--- src/rtl/alu_share_arbiter.sv ---
// alu_share_arbiter: round-robin sharing of one ALU operand/op-select path among NREQ clients.
// The winner's operands are registered at grant, held while the ALU works, and the result is returned tagged.
module alu_share_arbiter #(
   parameter int NREQ     = 4,
   parameter int WIDTH    = 16,
   parameter int OPW      = 3,
   parameter int ALU_LAT  = 1,
   localparam int IDW     = $clog2(NREQ),
   localparam int CW      = (ALU_LAT > 1) ? $clog2(ALU_LAT) : 1
) (
   input  logic                  clk,
   input  logic                  rst_n,
   input  logic [NREQ-1:0]       req,
   input  logic [NREQ*OPW-1:0]   req_op,
   input  logic [NREQ*WIDTH-1:0] req_a,
   input  logic [NREQ*WIDTH-1:0] req_b,
   output logic [NREQ-1:0]       gnt,
   output logic [OPW-1:0]        alu_sel,
   output logic [WIDTH-1:0]      alu_a,
   output logic [WIDTH-1:0]      alu_b,
   input  logic [WIDTH-1:0]      alu_result,
   output logic                  busy,
   output logic                  rsp_valid,
   output logic [IDW-1:0]        rsp_id,
   output logic [WIDTH-1:0]      rsp_data
);

   typedef enum logic [1:0] {
      S_IDLE = 2'd0,
      S_BUSY = 2'd1,
      S_RESP = 2'd2
   } state_t;

   state_t           state_q, state_d;
   logic [IDW-1:0]   rr_ptr_q, rr_ptr_d;
   logic [IDW-1:0]   win_q, win_d;
   logic [IDW-1:0]   rsp_id_q, rsp_id_d;
   logic [CW-1:0]    cnt_q, cnt_d;
   logic [NREQ-1:0]  gnt_q, gnt_d;
   logic [OPW-1:0]   alu_sel_q, alu_sel_d;
   logic [WIDTH-1:0] alu_a_q, alu_a_d;
   logic [WIDTH-1:0] alu_b_q, alu_b_d;
   logic [WIDTH-1:0] rsp_data_q, rsp_data_d;

   logic [OPW-1:0]   op_arr [NREQ];
   logic [WIDTH-1:0] a_arr  [NREQ];
   logic [WIDTH-1:0] b_arr  [NREQ];

   logic             win_found;
   logic [IDW-1:0]   win_idx;
   logic [IDW-1:0]   scan_idx;
   logic [IDW-1:0]   rr_after_win;

   generate
      for (genvar gi = 0; gi < NREQ; gi++) begin : g_slice
         assign op_arr[gi] = req_op[gi*OPW +: OPW];
         assign a_arr[gi]  = req_a[gi*WIDTH +: WIDTH];
         assign b_arr[gi]  = req_b[gi*WIDTH +: WIDTH];
      end
   endgenerate

   // Scan rr_ptr, rr_ptr+1, ... (mod NREQ); the first asserted request wins.
   always_comb begin
      win_found = 1'b0;
      win_idx   = '0;
      scan_idx  = '0;
      for (int k = 0; k < NREQ; k++) begin
         if (int'(rr_ptr_q) + k >= NREQ) begin
            scan_idx = IDW'(int'(rr_ptr_q) + k - NREQ);
         end else begin
            scan_idx = IDW'(int'(rr_ptr_q) + k);
         end
         if (!win_found && req[scan_idx]) begin
            win_found = 1'b1;
            win_idx   = scan_idx;
         end
      end
   end

   assign rr_after_win = (win_idx == IDW'(NREQ - 1)) ? '0 : win_idx + IDW'(1);

   always_ff @(posedge clk) begin
      if (!rst_n) begin
         state_q    <= S_IDLE;
         rr_ptr_q   <= '0;
         win_q      <= '0;
         cnt_q      <= '0;
         gnt_q      <= '0;
         alu_sel_q  <= '0;
         alu_a_q    <= '0;
         alu_b_q    <= '0;
         rsp_id_q   <= '0;
         rsp_data_q <= '0;
      end else begin
         state_q    <= state_d;
         rr_ptr_q   <= rr_ptr_d;
         win_q      <= win_d;
         cnt_q      <= cnt_d;
         gnt_q      <= gnt_d;
         alu_sel_q  <= alu_sel_d;
         alu_a_q    <= alu_a_d;
         alu_b_q    <= alu_b_d;
         rsp_id_q   <= rsp_id_d;
         rsp_data_q <= rsp_data_d;
      end
   end

   always_comb begin
      state_d    = state_q;
      rr_ptr_d   = rr_ptr_q;
      win_d      = win_q;
      cnt_d      = cnt_q;
      gnt_d      = '0;
      alu_sel_d  = alu_sel_q;
      alu_a_d    = alu_a_q;
      alu_b_d    = alu_b_q;
      rsp_id_d   = rsp_id_q;
      rsp_data_d = rsp_data_q;
      case (state_q)
         S_IDLE: begin
            if (win_found) begin
               state_d   = S_BUSY;
               win_d     = win_idx;
               rr_ptr_d  = rr_after_win;
               cnt_d     = CW'(ALU_LAT - 1);
               gnt_d     = NREQ'(1) << win_idx;
               alu_sel_d = op_arr[win_idx];
               alu_a_d   = a_arr[win_idx];
               alu_b_d   = b_arr[win_idx];
            end
         end
         S_BUSY: begin
            // Requests arriving here are ignored; the op in flight always completes.
            if (cnt_q != '0) begin
               cnt_d = cnt_q - CW'(1);
            end else begin
               state_d    = S_RESP;
               rsp_data_d = alu_result;
               rsp_id_d   = win_q;
            end
         end
         S_RESP: begin
            state_d = S_IDLE;
         end
         default: begin
            state_d = S_IDLE;
         end
      endcase
   end

   always_comb begin
      busy      = (state_q != S_IDLE);
      rsp_valid = (state_q == S_RESP);
      gnt       = gnt_q;
      alu_sel   = alu_sel_q;
      alu_a     = alu_a_q;
      alu_b     = alu_b_q;
      rsp_id    = rsp_id_q;
      rsp_data  = rsp_data_q;
   end

endmodule

--- config.mk ---
export PLATFORM = sky130hd
export DESIGN_NAME = alu_share_arbiter
export DESIGN_NICKNAME = d
export VERILOG_FILES = /design/src/rtl/alu_share_arbiter.sv
export SDC_FILE = /design/constraint.sdc
export NUM_CORES = 1
export LEC_CHECK = 0
export CORE_ASPECT_RATIO = 1.4
export CORE_MARGIN = 2
export CORE_UTILIZATION = 36
export CTS_BUF_LIST = sky130_fd_sc_hd__clkbuf_4 sky130_fd_sc_hd__clkbuf_8
export CTS_CLUSTER_DIAMETER = 100
export CTS_CLUSTER_SIZE = 25
export DETAILED_ROUTE_END_ITERATION = 8
export HOLD_SLACK_MARGIN = 0.03
export PLACE_DENSITY = 0.8
export SYNTH_ARGS = -nofsm -noshare
export SYNTH_HDL_FRONTEND = slang
export SYNTH_SLANG_ARGS = --single-unit
--- constraint.sdc ---
create_clock -name clk -period 2 [get_ports clk]
set_input_delay 0.3 -clock clk [delete_from_list [all_inputs] [get_ports clk]]
set_output_delay 0.3 -clock clk [all_outputs]
set_load 0.01 [all_outputs]
==> run summary <==
The run finished with clean final reports. The number of synthesized register bits is 63, and the die boundary height is 114 um. The post-synthesis sequential area ratio came out at 40.7%. The initialized floorplan defines 40 standard-cell rows. Based on the critical path, the design can be clocked at up to 523 MHz. The average instance in the mapped netlist occupies 9.55 sq um. The clock passes through at most 2 buffers. By area, the combinational part of the netlist is dominated by multiplexers. Of the total synthesized cell area, the portion taken by XOR and XNOR cells is 0.283%. The final layout contains routed wiring with a total length of 10.6 mm. Setup repair after global routing left no endpoint under its margin. The area taken by multi-input logic gates was 1650 sq um; the number of global-route vias before repair was 3521.

The first detailed-routing pass took 4 iterations. The HPWL after detailed placement is 8.36 mm. The count of boundary I/O pins came out at 221.

TritonCTS built the clock tree. The portion of synthesized area spent on multiplexers is 23.3%. Entering global routing, the biggest net connects 32 pins. The fraction of the mapped netlist area in simple logic gates is 12.4%, and the wire length of the first global-routing pass is 16.4 mm. The clock reaches the later pin of the worst-skew pair after 330 ps. The synthesized design spends more area on one cell type than any other, namely sky130_fd_sc_hd__dfxtp_1.

The cell count after synthesis came out at 324. The area growth from synthesis to layout is 84.2%. Setup violations remaining at the end of the flow were counted as 0. The share of final-layout standard cells stronger than drive strength 1 works out to 7.23%. For this run, design rule violations remaining after detail routing come to 0. The worst path uses 95.6% of the clock period. The number of pins exceeding their max-slew limit in the final report was 0; the peak ir drop on the vdd network was 0.431 mV.

The commonest cells after synthesis are 73 x sky130_fd_sc_hd__nand2_1, 72 x sky130_fd_sc_hd__mux2i_1, 63 x sky130_fd_sc_hd__dfxtp_1. The run gives 140 ps as the register-to-register setup slack. The count of flip-flops with a built-in enable after synthesis is 0, and the data required time of the critical path is 2190 ps. The post-detailed-route count of antenna-violating nets is 0. The number of cells upsized or downsized after cts was 0. The worst setup path is captured at a flip-flop.

Global routing finished with a remaining overflow of 0. The destination of the worst register-to-register timing path is alu_a[4]. The number of fill cells is 689, and the global placer's final weighted congestion is 0.772. After synthesis, the cell types taking the most area are sky130_fd_sc_hd__dfxtp_1 41%, sky130_fd_sc_hd__mux2i_1 23%, sky130_fd_sc_hd__o221ai_1 9.9%. The post-synthesis cell area was 3100 sq um.

Worst setup path category: primary input to flip-flop. The run gives 23.0% as the overall routing resource usage. The fraction of power consumed by the clock network is 25.6%. After clock tree synthesis, the flow added hold-fix buffers numbering 0. The transition at the pin with the smallest max-transition slack was 662 ps. The number of levels in the clock H-tree came out at 3. The number of buffers inserted to repair setup after CTS is 0, and the area fraction in compound gates after synthesis is 16.9%.

The logs give 36.3% for the proportion of power drawn by flip-flops and latches and 9370 sq um for the area of the die. Hold is met by 463 ps. The logs give 2.18 nW for the static power due to leakage and 9.85 ps for the worst clock skew. The normalized max-slew margin is 55.9%. Net switching is 29.5% of the power. The count of buffers added on input and output ports is 220. For this design the total switching power over the nets is 0.00126 W. The count of cells along the worst register-to-register path came out at 6. Commonest register cell after synthesis: sky130_fd_sc_hd__dfxtp_1. The area share of the leading cell type in the synthesized netlist works out to 40.7%. Share of flip-flops with an asynchronous set or reset: 0%. The tools report the number of endpoints with negative hold slack in the final report as 0. The tree is rooted in a sky130_fd_sc_hd__clkbuf_8.

The post-CTS clock slew at the launch and capture registers of the worst setup and hold paths was 70 ps. The run gives 0 as the initial antenna violation count. The number of nets in the synthesized netlist is 486. The initial core utilization is 36.6%. The tools report the count of distinct cell types in the synthesized netlist as 26. The cell with the most instances after synthesis is sky130_fd_sc_hd__nand2_1.

After detailed routing, the average wire length per cell comes to 16.1 um. The synthesized netlist devotes 0% of its cell area to adder and majority cells. Across the run, the number of max-cap violations was 0.

Following the worst setup path forward leads to its endpoint at alu_a[4]. In this run, CTS created clock tree buffers numbering 9. The design draws 0.00429 W. The tools report the element type at the critical path start as a primary input.

The run gives 67.4% as the utilization after layout. Classification of the worst-slack hold path: flip-flop to flip-flop. In this run the worst setup path begins at req[0]. The routed layout has 3359 vias.

The repair_antennas step left the layout with diodes totalling 0. Of the total power, combinational logic draws 38.2%. The time the final worst path needs with I/O delays and setup was 1910 ps. The worst register-to-register path begins at rr_ptr_q[1].

Using the TritonRoute via totals, the vias-per-cell ratio works out to 5.10. In this run the horizontal extent of the chip is 82.4 um. The clock drives 63 sinks.

At the end of the flow, the number of nets in the layout was 710. The region available for standard cell placement spans 8460 sq um. Dividing total power by cell area gives a power density of 752 nW/um^2. The arrival time of data at the critical path endpoint was 2110 ps; the count of warnings emitted by yosys was 0. The register area is 1260 sq um. Number of design-rule violations left by the first detailed-router iteration: 115. The internal power of the cells totals 0.00302 W. Of all nets on the critical path, the largest fanout is 17.
per-stage QoR:
step	setup slack, ps	cell area, sq um	TNS, ps	std cells
CTS	93.7	5700	0	658
global route	9.29	5700	0	658
detailed placement	-252	5500	-8250	642
floorplan	322	3100	0	324
global placement	-159	5500	-5550	642
finish	88.9	5700	0	658
registers in the layout, indices dropped and copies added, names as in the netlist:
name and cells:
alu_a 16, alu_b 16, rsp_data 16, gnt 4, alu_sel 3, rr_ptr_q 2
rsp_id 2, state_q 2, win_q 2
logic make-up after synthesis:
kind of cell | Yosys count
simple gates | 93
mux | 72
compound gates | 65
flops | 63
buf+inv | 30
xor+xnor | 1
metal layers:
layer	GRT usage, %	vias to the layer above	wire, um
li1	-	1616	-
met1	23.4	1574	3780
met2	43.0	151	5810
met3	4.98	18	790
met4	10.0	0	235
met5	0	-	0
cells in the final DEF, fill, tap and decap left out:
cell type                         instances
sky130_fd_sc_hd__clkdlybuf4s50_1        220
sky130_fd_sc_hd__nand2_1                 73
sky130_fd_sc_hd__mux2i_1                 72
sky130_fd_sc_hd__dfxtp_1                 63
sky130_fd_sc_hd__o221ai_1                35
sky130_fd_sc_hd__a21boi_0                19
sky130_fd_sc_hd__buf_4                   11
sky130_fd_sc_hd__clkbuf_8                10
sky130_fd_sc_hd__buf_12                   8
sky130_fd_sc_hd__nor2_1                   6
sky130_fd_sc_hd__inv_1                    4
sky130_fd_sc_hd__a21oi_1                  4
sky130_fd_sc_hd__nor2b_1                  3
sky130_fd_sc_hd__nand2b_1                 3
sky130_fd_sc_hd__o21ai_0                  3
sky130_fd_sc_hd__clkinv_2                 3
sky130_fd_sc_hd__and2_1                   2
sky130_fd_sc_hd__clkinvlp_4               2
sky130_fd_sc_hd__a311oi_2                 1
sky130_fd_sc_hd__nor4_1                   1
sky130_fd_sc_hd__nor3_2                   1
sky130_fd_sc_hd__o21ai_1                  1
sky130_fd_sc_hd__o2bb2a_4                 1
sky130_fd_sc_hd__nand2_2                  1
sky130_fd_sc_hd__nor2b_2                  1
sky130_fd_sc_hd__xnor2_1                  1
sky130_fd_sc_hd__nor3_1                   1
sky130_fd_sc_hd__a211o_1                  1
sky130_fd_sc_hd__nand3_1                  1
sky130_fd_sc_hd__bufinv_16                1
worst min-delay path by stage:
stage	start	slack, ps	cells past startpoint	endpoint
global route	rsp_data[8]	480	2	rsp_data[8]
global placement	alu_b[5]	440	2	alu_b[5]
detailed placement	alu_b[6]	450	2	alu_b[6]
finish	rsp_data[8]	460	2	rsp_data[8]
floorplan	win_q[0]	440	2	rsp_id[0]
CTS	rsp_data[8]	470	2	rsp_data[8]
critical path, cell delays in order:
cell	delay, ps
sky130_fd_sc_hd__clkdlybuf4s50_1	460
sky130_fd_sc_hd__nor4_1	390
sky130_fd_sc_hd__buf_4	180
sky130_fd_sc_hd__nor3_2	30
sky130_fd_sc_hd__and2_1	190
sky130_fd_sc_hd__nand2b_1	210
sky130_fd_sc_hd__buf_12	190
sky130_fd_sc_hd__o221ai_1	150
power groups by stage:
stage | clock network, W | registers [W] | logic [W]
2_1_floorplan | 0 | 0.00164 | 0.000703
3_3_place_gp | 0 | 0.00157 | 0.00162
3_5_place_dp | 0 | 0.00158 | 0.00165
4_1_cts | 0.00113 | 0.00156 | 0.00165
5_1_grt | 0.00119 | 0.00158 | 0.00175
6_report | 0.00110 | 0.00155 | 0.00164
cell type report:
class	instances	share of cell area [%]
clock buffer	10	2.41
clock inverter	6	1.05
inverter	4	0.263
multi-input combinational	231	29.0
sequential	63	22.1
tap	105	2.30
timing repair buffer	239	42.9
Power figures use the tool's default switching activity.
